**config.mk**
```make
export PLATFORM = sky130hd
export DESIGN_NAME = seat_plan_ctrl
export DESIGN_NICKNAME = d
export VERILOG_FILES = /design/src/rtl/seat_plan_pkg.sv /design/src/rtl/seat_pick.sv /design/src/rtl/seat_plan_ctrl.sv
export SDC_FILE = /design/constraint.sdc
export NUM_CORES = 1
export LEC_CHECK = 0
export BUFFER_PORTS_ARGS = -buffer_cell sky130_fd_sc_hd__buf_4
export CORE_UTILIZATION = 56
export DETAILED_ROUTE_END_ITERATION = 6
export GPL_TIMING_DRIVEN = 0
export MAX_ROUTING_LAYER = met4
export PLACE_DENSITY_LB_ADDON = 0.3
export SYNTH_ARGS = -nofsm -noshare
export SYNTH_HDL_FRONTEND = slang
export SYNTH_SLANG_ARGS = --single-unit
```
**constraint.sdc**
```tcl
create_clock -name clk -period 9.2 [get_ports clk]
set_input_delay 0.92 -clock clk [delete_from_list [all_inputs] [get_ports clk]]
set_output_delay 0.92 -clock clk [all_outputs]
set_load 0.01 [all_outputs]
```
**src/rtl/seat_plan_pkg.sv**
```systemverilog
// Shared types and constants for the exam seat-plan sequencer.
// Optional adjacency avoidance is enabled by defining SEAT_PLAN_ADJ_AVOID_EN.
package seat_plan_pkg;

   typedef enum logic [1:0] {
      IDLE = 2'd0,
      FILL = 2'd1,
      DONE = 2'd2
   } state_t;

   localparam int DEFAULT_ID_W = 3;

   // Question ids start at 1; 0 marks a cell that has not been written yet.
   localparam int EMPTY_ID = 0;

endpackage

```
**src/rtl/seat_pick.sv**
```systemverilog
// Combinational least-used question picker for one table cell.
// With SEAT_PLAN_ADJ_AVOID_EN defined, the id held by the student above is avoided when possible.
module seat_pick
   import seat_plan_pkg::*;
#(
   parameter int Q     = 3,
   parameter int ID_W  = DEFAULT_ID_W,
   parameter int CNT_W = 3
) (
   input  logic [Q-1:0]       used,
   input  logic [ID_W-1:0]    above,
   input  logic [Q*CNT_W-1:0] counts,
   output logic [ID_W-1:0]    pick
);

   logic [Q-1:0]     cand;
   logic [CNT_W-1:0] best;
   logic             found;

`ifdef SEAT_PLAN_ADJ_AVOID_EN
   logic [Q-1:0] reduced;

   always_comb begin
      // NOTE: every variable written here gets a default first, so no latch is inferred.
      cand    = ~used;
      reduced = cand;
      for (int i = 0; i < Q; i++) begin
         if (above == ID_W'(i + 1)) reduced[i] = 1'b0;
      end
      // Dropping the neighbour's id must never leave the row without a candidate.
      if (reduced != '0) cand = reduced;
   end
`else
   logic unused_above;
   assign unused_above = ^above;

   always_comb begin
      cand = ~used;
   end
`endif

   // Strict less-than keeps the lowest id when counts tie.
   always_comb begin
      best  = '0;
      found = 1'b0;
      pick  = ID_W'(EMPTY_ID);
      for (int i = 0; i < Q; i++) begin
         if (cand[i] && (!found || counts[i*CNT_W +: CNT_W] < best)) begin
            found = 1'b1;
            best  = counts[i*CNT_W +: CNT_W];
            pick  = ID_W'(i + 1);
         end
      end
   end

endmodule

```
**src/rtl/seat_plan_ctrl.sv**
```systemverilog
// Fills an S x Q question-order table column-major, one cell per clock, and serves it through a 1-cycle read port.
// Define SEAT_PLAN_ADJ_AVOID_EN to make adjacent students avoid sharing a question id.
module seat_plan_ctrl
   import seat_plan_pkg::*;
#(
   parameter int S    = 5,
   parameter int Q    = 3,
   parameter int ID_W = DEFAULT_ID_W
) (
   input  logic                 clk,
   input  logic                 rst_n,
   input  logic                 start,
   output logic                 busy,
   output logic                 done,
   input  logic                 rd_en,
   input  logic [$clog2(S)-1:0] rd_row,
   input  logic [$clog2(Q)-1:0] rd_col,
   output logic [ID_W-1:0]      rd_data,
   output logic                 rd_err
);

   localparam int ROW_W = $clog2(S);
   localparam int COL_W = $clog2(Q);
   localparam int CNT_W = $clog2(S + 1);

   state_t state, state_nx;

   logic [ROW_W-1:0] row;
   logic [COL_W-1:0] col;
   logic [ID_W-1:0]  cells [S][Q];
   logic [CNT_W-1:0] cnt   [Q][Q];

   logic             begin_fill;
   logic             last_cell;
   logic             rd_ok;
   logic [Q-1:0]     used;
   logic [ID_W-1:0]  above;
   logic [ID_W-1:0]  col0_id;
   logic [ID_W-1:0]  sel_id;
   logic [ID_W-1:0]  wr_id;
   logic [Q*CNT_W-1:0] col_cnt;

   assign begin_fill = start && (state != FILL);
   assign last_cell  = (row == ROW_W'(S - 1)) && (col == COL_W'(Q - 1));

   // ---------------- FSM ----------------
   always_ff @(posedge clk or negedge rst_n) begin
      // NOTE: sequential state uses non-blocking assignments so every register samples pre-edge values.
      if (!rst_n) state <= IDLE;
      else        state <= state_nx;
   end

   always_comb begin
      state_nx = state;
      unique case (state)
         IDLE:    if (start)     state_nx = FILL;
         FILL:    if (last_cell) state_nx = DONE;
         DONE:    if (start)     state_nx = FILL;
         default:                state_nx = IDLE;
      endcase
   end

   always_comb begin
      busy = (state == FILL);
      done = (state == DONE);
   end

   // ---------------- cell selection ----------------
   always_comb begin
      used = '0;
      for (int k = 0; k < Q; k++) begin
         for (int i = 0; i < Q; i++) begin
            if (COL_W'(k) < col && cells[row][k] == ID_W'(i + 1)) used[i] = 1'b1;
         end
      end
   end

   assign above   = (row == '0) ? ID_W'(EMPTY_ID) : cells[row - ROW_W'(1)][col];
   assign col0_id = ID_W'((int'(row) % Q) + 1);

   always_comb begin
      col_cnt = '0;
      for (int i = 0; i < Q; i++) begin
         col_cnt[i*CNT_W +: CNT_W] = cnt[col][i];
      end
   end

   seat_pick #(
      .Q     (Q),
      .ID_W  (ID_W),
      .CNT_W (CNT_W)
   ) u_pick (
      .used   (used),
      .above  (above),
      .counts (col_cnt),
      .pick   (sel_id)
   );

   // Column 0 is a fixed rotation; later columns use the least-used picker.
   assign wr_id = (col == '0) ? col0_id : sel_id;

   // ---------------- table, counts and walk indices ----------------
   always_ff @(posedge clk or negedge rst_n) begin
      if (!rst_n) begin
         row <= '0;
         col <= '0;
         // NOTE: the table is a small register array, reset explicitly so no partial plan survives a reset.
         for (int r = 0; r < S; r++)
            for (int c = 0; c < Q; c++)
               cells[r][c] <= ID_W'(EMPTY_ID);
         for (int c = 0; c < Q; c++)
            for (int i = 0; i < Q; i++)
               cnt[c][i] <= '0;
      end else if (begin_fill) begin
         row <= '0;
         col <= '0;
         for (int r = 0; r < S; r++)
            for (int c = 0; c < Q; c++)
               cells[r][c] <= ID_W'(EMPTY_ID);
         for (int c = 0; c < Q; c++)
            for (int i = 0; i < Q; i++)
               cnt[c][i] <= '0;
      end else if (state == FILL) begin
         cells[row][col] <= wr_id;
         for (int i = 0; i < Q; i++) begin
            if (wr_id == ID_W'(i + 1)) cnt[col][i] <= cnt[col][i] + 1'b1;
         end
         if (last_cell) begin
            row <= '0;
            col <= '0;
         end else if (row == ROW_W'(S - 1)) begin
            row <= '0;
            col <= col + 1'b1;
         end else begin
            row <= row + 1'b1;
         end
      end
   end

   // ---------------- read port ----------------
   assign rd_ok = (state == DONE) && (int'(rd_row) < S) && (int'(rd_col) < Q);

   always_ff @(posedge clk or negedge rst_n) begin
      if (!rst_n) begin
         rd_data <= '0;
         rd_err  <= 1'b0;
      end else if (rd_en) begin
         if (rd_ok) begin
            rd_data <= cells[rd_row][rd_col];
            rd_err  <= 1'b0;
         end else begin
            rd_data <= '0;
            rd_err  <= 1'b1;
         end
      end else begin
         rd_err <= 1'b0;
      end
   end

endmodule

```
==> impl_metrics.json, run 1 <==
{
  "multi_input_area_um2": 2621,
  "num_rows": 33,
  "final_common_cell": "dfrtp_1",
  "wire_per_inst_um": 20.04,
  "holdBufCountCts": 0,
  "fin_crit_ns": 5.261,
  "drt_iter0_drc": 461,
  "hp-class": "reg2reg",
  "crit_path_end_kind": "flop",
  "ant_nets": 0,
  "startpoint": "row[1]",
  "period_share": 0.5719,
  "synth_top_family_by_area": "simple AND/OR/NAND/NOR gates",
  "core_area_um2": 8341,
  "p_total_mw": 2.201,
  "crit_path_start_kind": "flop",
  "root_buffer": "clkbuf_8",
  "final.setup.tns_ns": 0,
  "die_h_um": 95.50,
  "synthAdderAreaFrac": 0.03067,
  "critPathArrivalTime_ns": 5.48,
  "synth_ff_type": "dfrtp_1",
  "power_density_nw_per_um2": 412.8,
  "wl_met3_um": 1081,
  "fill_cells": 686,
  "syn-num-nets": 530,
  "wl_um": 12870,
  "synthesis.area_um2": 4896,
  "numCtsBuffers": 9,
  "crit_path_max_incr_delay_ns": 0.63,
  "port_buffers": 12,
  "synthMuxAreaShare": 0.1633,
  "synth_edf_count": 0,
  "cts_htree_levels": 3,
  "postSynthRegisterBits": 83,
  "synth_warnings": 0,
  "area_delta_synth_final_pct": 8.893,
  "cts_setup_buffers": 0,
  "synth-xor-area-share": 0.008945,
  "finalSetupViolCount": 0,
  "ioPinCount": 15,
  "cts_resized": 0,
  "max_freq_mhz": 190.1,
  "yosys.area_share.simple": 0.1850,
  "path_max_fanout": 10,
  "synth_top_area_frac": 0.4242,
  "syn_inst": 509,
  "grt_overflow": 0,
  "synth_top_area_cell": "dfrtp_1",
  "synth_compound_area_frac": 0.1475,
  "maxCapViolCount": 0,
  "hpwl_um": 9430,
  "clk_latency_ns": 0.36,
  "wl_met2_um": 5789,
  "relSlewSlack": 0.2821,
  "r2r_start": "row[1]",
  "routabilityCongestion": 0.9468,
  "nets": 553,
  "cts_tree": "built",
  "antenna_found_initial": 0,
  "min_from": "cnt[3]",
  "maxSlewViolCount": 0,
  "cp_slowest_cell": "nor3_1",
  "viasPerCell": 6.408,
  "grt_pass1_vias": 4033,
  "async_flop_share": 1.000,
  "start_util": 0.5870,
  "highest_layer": "met4",
  "clkSlewWorstSetupHoldPaths_ns": 0.08,
  "antenna_cells": 0,
  "critPathKind": "reg2reg",
  "die_x_um": 95.50,
  "avgSynthCellArea_um2": 9.619,
  "required_ns": 9.42,
  "hold_violations": 0,
  "status": "completed",
  "final_cell_mix": "dfrtp_1 (83), nand2_1 (80), mux2i_1 (54)",
  "rsz0062_at_grt": "no",
  "gr-usage-all-layers": 0.3190,
  "synth_cell_types": 61,
  "vias": 4114,
  "fin_skew_ns": 0.01218,
  "drc": 0,
  "drive_gt1_frac": 0.1248,
  "path_common_cell": "o21ai_0",
  "firstDrtPassIters": 5,
  "yosysSeqAreaShare": 0.4242,
  "ir_drop_uv": 232.3,
  "grt_pass1_wl_um": 20930,
  "p_leak_nw": 2.489,
  "path_cells": "buf_2 > nor3_1 > and2_0 > or3_1 > nor2_1 > a221oi_1 > nand2_1 > ha_1 > a21oi_1 > o21ai_0 > a21oi_1 > a22oi_1 > ha_1 > o21a_1 > o21ai_0 > a31oi_1 > nor3_1 > a221oi_2 > o21bai_2 > buf_2 > o21ai_0",
  "grt_max_degree": 84,
  "worstMarginPinSlew_ns": 1.077,
  "wl_met1_um": 5676,
  "seq_area_um2": 2077,
  "die_area_um2": 9120,
  "clock_path_buffers": 2,
  "clkSinkCount": 83,
  "yosys-top-cells-area": "dfrtp_1 (42%), mux2i_1 (11%), nand2_1 (6.1%)"
}
## logic make-up after synthesis
kind of cell,Yosys count
and+or+nand+nor,186
AOI/OAI and AO/OA,112
DFF,83
muxes,67
buffers and inverters,44
adders and majority gates,12
xor gates and xnor gates,5
## layout make-up
cell class                      instances  share of cell area
Buffer                                 29             0.02652
Clock buffer                           13             0.03168
Clock inverter                          3            0.008449
Inverter                               15             0.01056
Multi-Input combinational cell        382              0.4917
Sequential cell                        83              0.3896
Tap cell                              105             0.02464
Timing Repair Buffer                   12             0.01690
## worst paths after layout
check / end / slack, ns / cells past startpoint
worst min-delay path: cnt[3] / 0.49 / 1
worst max-delay path: cells[7] / 3.94 / 21
worst min register to register: cnt[3] / 0.49 / 1
max in group asynchronous: cells[27] / 7.73 / 1
min in group asynchronous: rd_data[0] / 0.72 / 1
worst max register to register: cells[7] / 3.94 / 21
## flip-flops by register name, indices dropped and copies added, names as in the netlist
name	flops
cells	45
cnt	27
rd_data	3
row	3
col	2
state	2
rd_err	1
## power breakdown
part / leakage [nW] / switching, mW / total (mW) / internal (mW)
registers: 1.07 / 0.111 / 0.612 / 0.501
logic: 1.32 / 0.819 / 1.31 / 0.488
clock network: 0.102 / 0.134 / 0.282 / 0.148
## per-stage QoR
stage	setup WS (ns)	hold slack, ns	util	area (um2)	cells
after floorplan	4.913	0.4449	-	4896	509
after global placement	4.160	0.4683	0.6136	5117	626
after detailed placement	4.096	0.4740	0.6136	5117	626
after CTS	4.038	0.4881	0.6392	5331	642
after global routing	3.503	0.5026	0.6392	5331	642
final	3.939	0.4930	0.6392	5331	642
## synth_stat cells, types with 5 or more instances
library cell and number:
nand2_1 80, ha_1 12, and3_1 14, nand2b_1 5
mux4_2 10, xnor2_1 5, nand3_1 33, a21oi_1 15
o22ai_1 6, o21ai_0 37, clkbuf_1 15, inv_1 13
buf_2 8, nor3_1 10, mux2i_1 54, nor2b_1 5
o21ai_1 16, dfrtp_1 83, nor2_1 15
## routing by layer
metal,global-route usage,up-vias
met5,-,-
met4,0.1045,0
met3,0.06778,34
met2,0.4792,183
met1,0.4315,2011
li1,-,1886
## worst max-delay path: cells and delay by family, from the launching register on
kind,cells,cell delay (ns)
and+or+nand+nor,6,1.23
DFF,1,0.41
adders and majority gates,2,0.66
buffers and inverters,2,0.54
AOI/OAI and AO/OA,11,2.25
Note: power is estimated with default switching activity, not from simulation.
==> inputs of run 2 (changes only) <==
Clock period 9.2 ns to 5.45 ns, I/O delays scaled along.
==> impl_metrics.json, run 2 (synthesis results as in run 1) <==
{
  "root_buffer": "clkbuf_8",
  "wl_um": 12900,
  "drt_iter0_drc": 474,
  "stdcell_count": 642,
  "clk_latency_ns": 0.36,
  "maxSlewViolCount": 0,
  "largest_register_ffs": 45,
  "crit_path_start_kind": "flop",
  "cts_tree": "built",
  "grt_max_degree": 84,
  "clkSinkCount": 83,
  "power_density_nw_per_um2": 696.7,
  "drive_gt1_frac": 0.1285,
  "antenna_cells": 0,
  "numCtsBuffers": 9,
  "finalSetupViolCount": 0,
  "worst_slack_ns": 0.4892,
  "crit_path_max_incr_delay_ns": 0.46,
  "path_max_fanout": 10,
  "worstMarginPinSlew_ns": 1.064,
  "grt_pass1_vias": 4033,
  "crit_path_end_kind": "flop",
  "p_leak_nw": 2.492,
  "critPathKind": "reg2reg",
  "drc": 0,
  "status": "completed",
  "hold_ws_ns": 0.3748,
  "wire_per_inst_um": 20.09,
  "rsz0062_at_grt": "no",
  "rrSetupSlack_ns": 0.49,
  "fill_cells": 682,
  "critPathArrivalTime_ns": 5.24,
  "antenna_found_initial": 0,
  "num_rows": 33,
  "routabilityCongestion": 0.9468,
  "firstDrtPassIters": 5,
  "clkSlewWorstSetupHoldPaths_ns": 0.09,
  "start_util": 0.5870,
  "final_common_cell": "dfrtp_1",
  "required_ns": 5.73,
  "grt_pass1_wl_um": 20930,
  "largest_registers": "cells (45), cnt (27)",
  "hpwl_um": 9430,
  "ir_drop_uv": 393.2,
  "nets": 553,
  "max_freq_mhz": 201.6,
  "die_x_um": 95.50,
  "hp-class": "in2async",
  "ioPinCount": 15,
  "startpoint": "row[2]",
  "vias": 4113,
  "port_buffers": 12,
  "gr-usage-all-layers": 0.3190,
  "viasPerCell": 6.407,
  "fin_crit_ns": 4.961,
  "cts_setup_buffers": 0,
  "top_register": "cells",
  "area_delta_synth_final_pct": 9.123,
  "hold_violations": 0,
  "final.setup.tns_ns": 0,
  "final_cell_mix": "dfrtp_1 (83), nand2_1 (80), mux2i_1 (54)",
  "clock_path_buffers": 2,
  "cts_htree_levels": 3,
  "r2r_start": "row[2]",
  "fin_skew_ns": 0.01237,
  "core_area_um2": 8341,
  "grt_overflow": 0,
  "relSlewSlack": 0.2908,
  "cp_slowest_cell": "dfrtp_1",
  "cp-endpoint": "cnt[8]",
  "die_area_um2": 9120,
  "die_h_um": 95.50,
  "place_ws_ns": 0.3458,
  "rr_worst_depth": 22,
  "place_inst": 626,
  "period_share": 0.9102,
  "path_cells": "buf_4 > buf_4 > mux2i_1 > o32ai_1 > a21oi_1 > nor3_1 > a221oi_2 > nand2_1 > ha_1 > a21oi_1 > o21ai_0 > a21oi_1 > a22oi_1 > ha_1 > o21a_1 > o21ai_0 > a31oi_1 > a211o_1 > a22oi_4 > and3_1 > buf_4 > mux2i_1",
  "maxCapViolCount": 0,
  "ant_nets": 0,
  "reg2reg_to": "cnt[8]"
}
-- run 2: cell types whose count changed in the layout (fill, tap and decap cells not counted) --
cell and delta:
nor3_1 -1, a221oi_1 -1, nor3_2 +1, a221oi_2 +1
-- run 2: through the flow --
stage | util | total power [mW] | cell area, um2
finish | 0.6406 | 3.722 | 5343
floorplan | - | 2.588 | 4896
CTS | 0.6392 | 3.667 | 5331
global route | 0.6406 | 3.972 | 5343
detailed placement | 0.6136 | 3.183 | 5117
global placement | 0.6136 | 3.105 | 5117
-- run 2: where the power goes --
group | switching, mW | total [mW] | internal, mW
Combinational | 1.39 | 2.21 | 0.826
Clock | 0.225 | 0.475 | 0.250
Sequential | 0.190 | 1.04 | 0.846
Total | 1.80 | 3.72 | 1.92
-- run 2: layout make-up --
class,instances,area [um2],share of cell area
multi-input cells,382,2633,0.4927
clock buffers,13,168.9,0.03162
repair buffers,12,90.09,0.01686
flip-flops and latches,83,2077,0.3888
clock inverters,3,45.04,0.008431
plain buffers,29,141.4,0.02646
inverters,15,56.30,0.01054
well taps,105,131.4,0.02459
-- run 2: worst min path at each step --
stage / from / to / slack, ns / depth (start not counted)
global route: start / row[1] / 0.43 / 2
finish: rst_n / rd_data[0] / 0.37 / 1
detailed placement: cnt[3] / cnt[3] / 0.47 / 1
floorplan: rst_n / cells[0] / 0.25 / 0
global placement: cnt[0] / cnt[0] / 0.47 / 1
CTS: rst_n / rd_data[0] / 0.41 / 1
-- run 2: critical path: cells and delay by family (launching register included) --
kind,cells,cell delay (ns)
simple gates,3,0.44
buf+inv,3,0.60
compound gates,12,2.40
flops,1,0.46
mux,2,0.37
fa+ha+maj,2,0.61
-- run 2: metal layers --
| metal | global-route usage | up-vias | wire [um] |
|---|---|---|---|
| li1 | - | 1884 | - |
| met1 | 0.4315 | 2001 | 5619 |
| met2 | 0.4792 | 199 | 5860 |
| met3 | 0.06778 | 29 | 1096 |
| met4 | 0.1045 | 0 | 320 |
| met5 | - | - | 0 |
-- run 2: what timing repair did --
action / CTS / global route
hold buffers: 0 / 0
hold endpoints to repair: 0 / 0
setup endpoints to repair: 0 / 45
resized for setup: 0 / 2
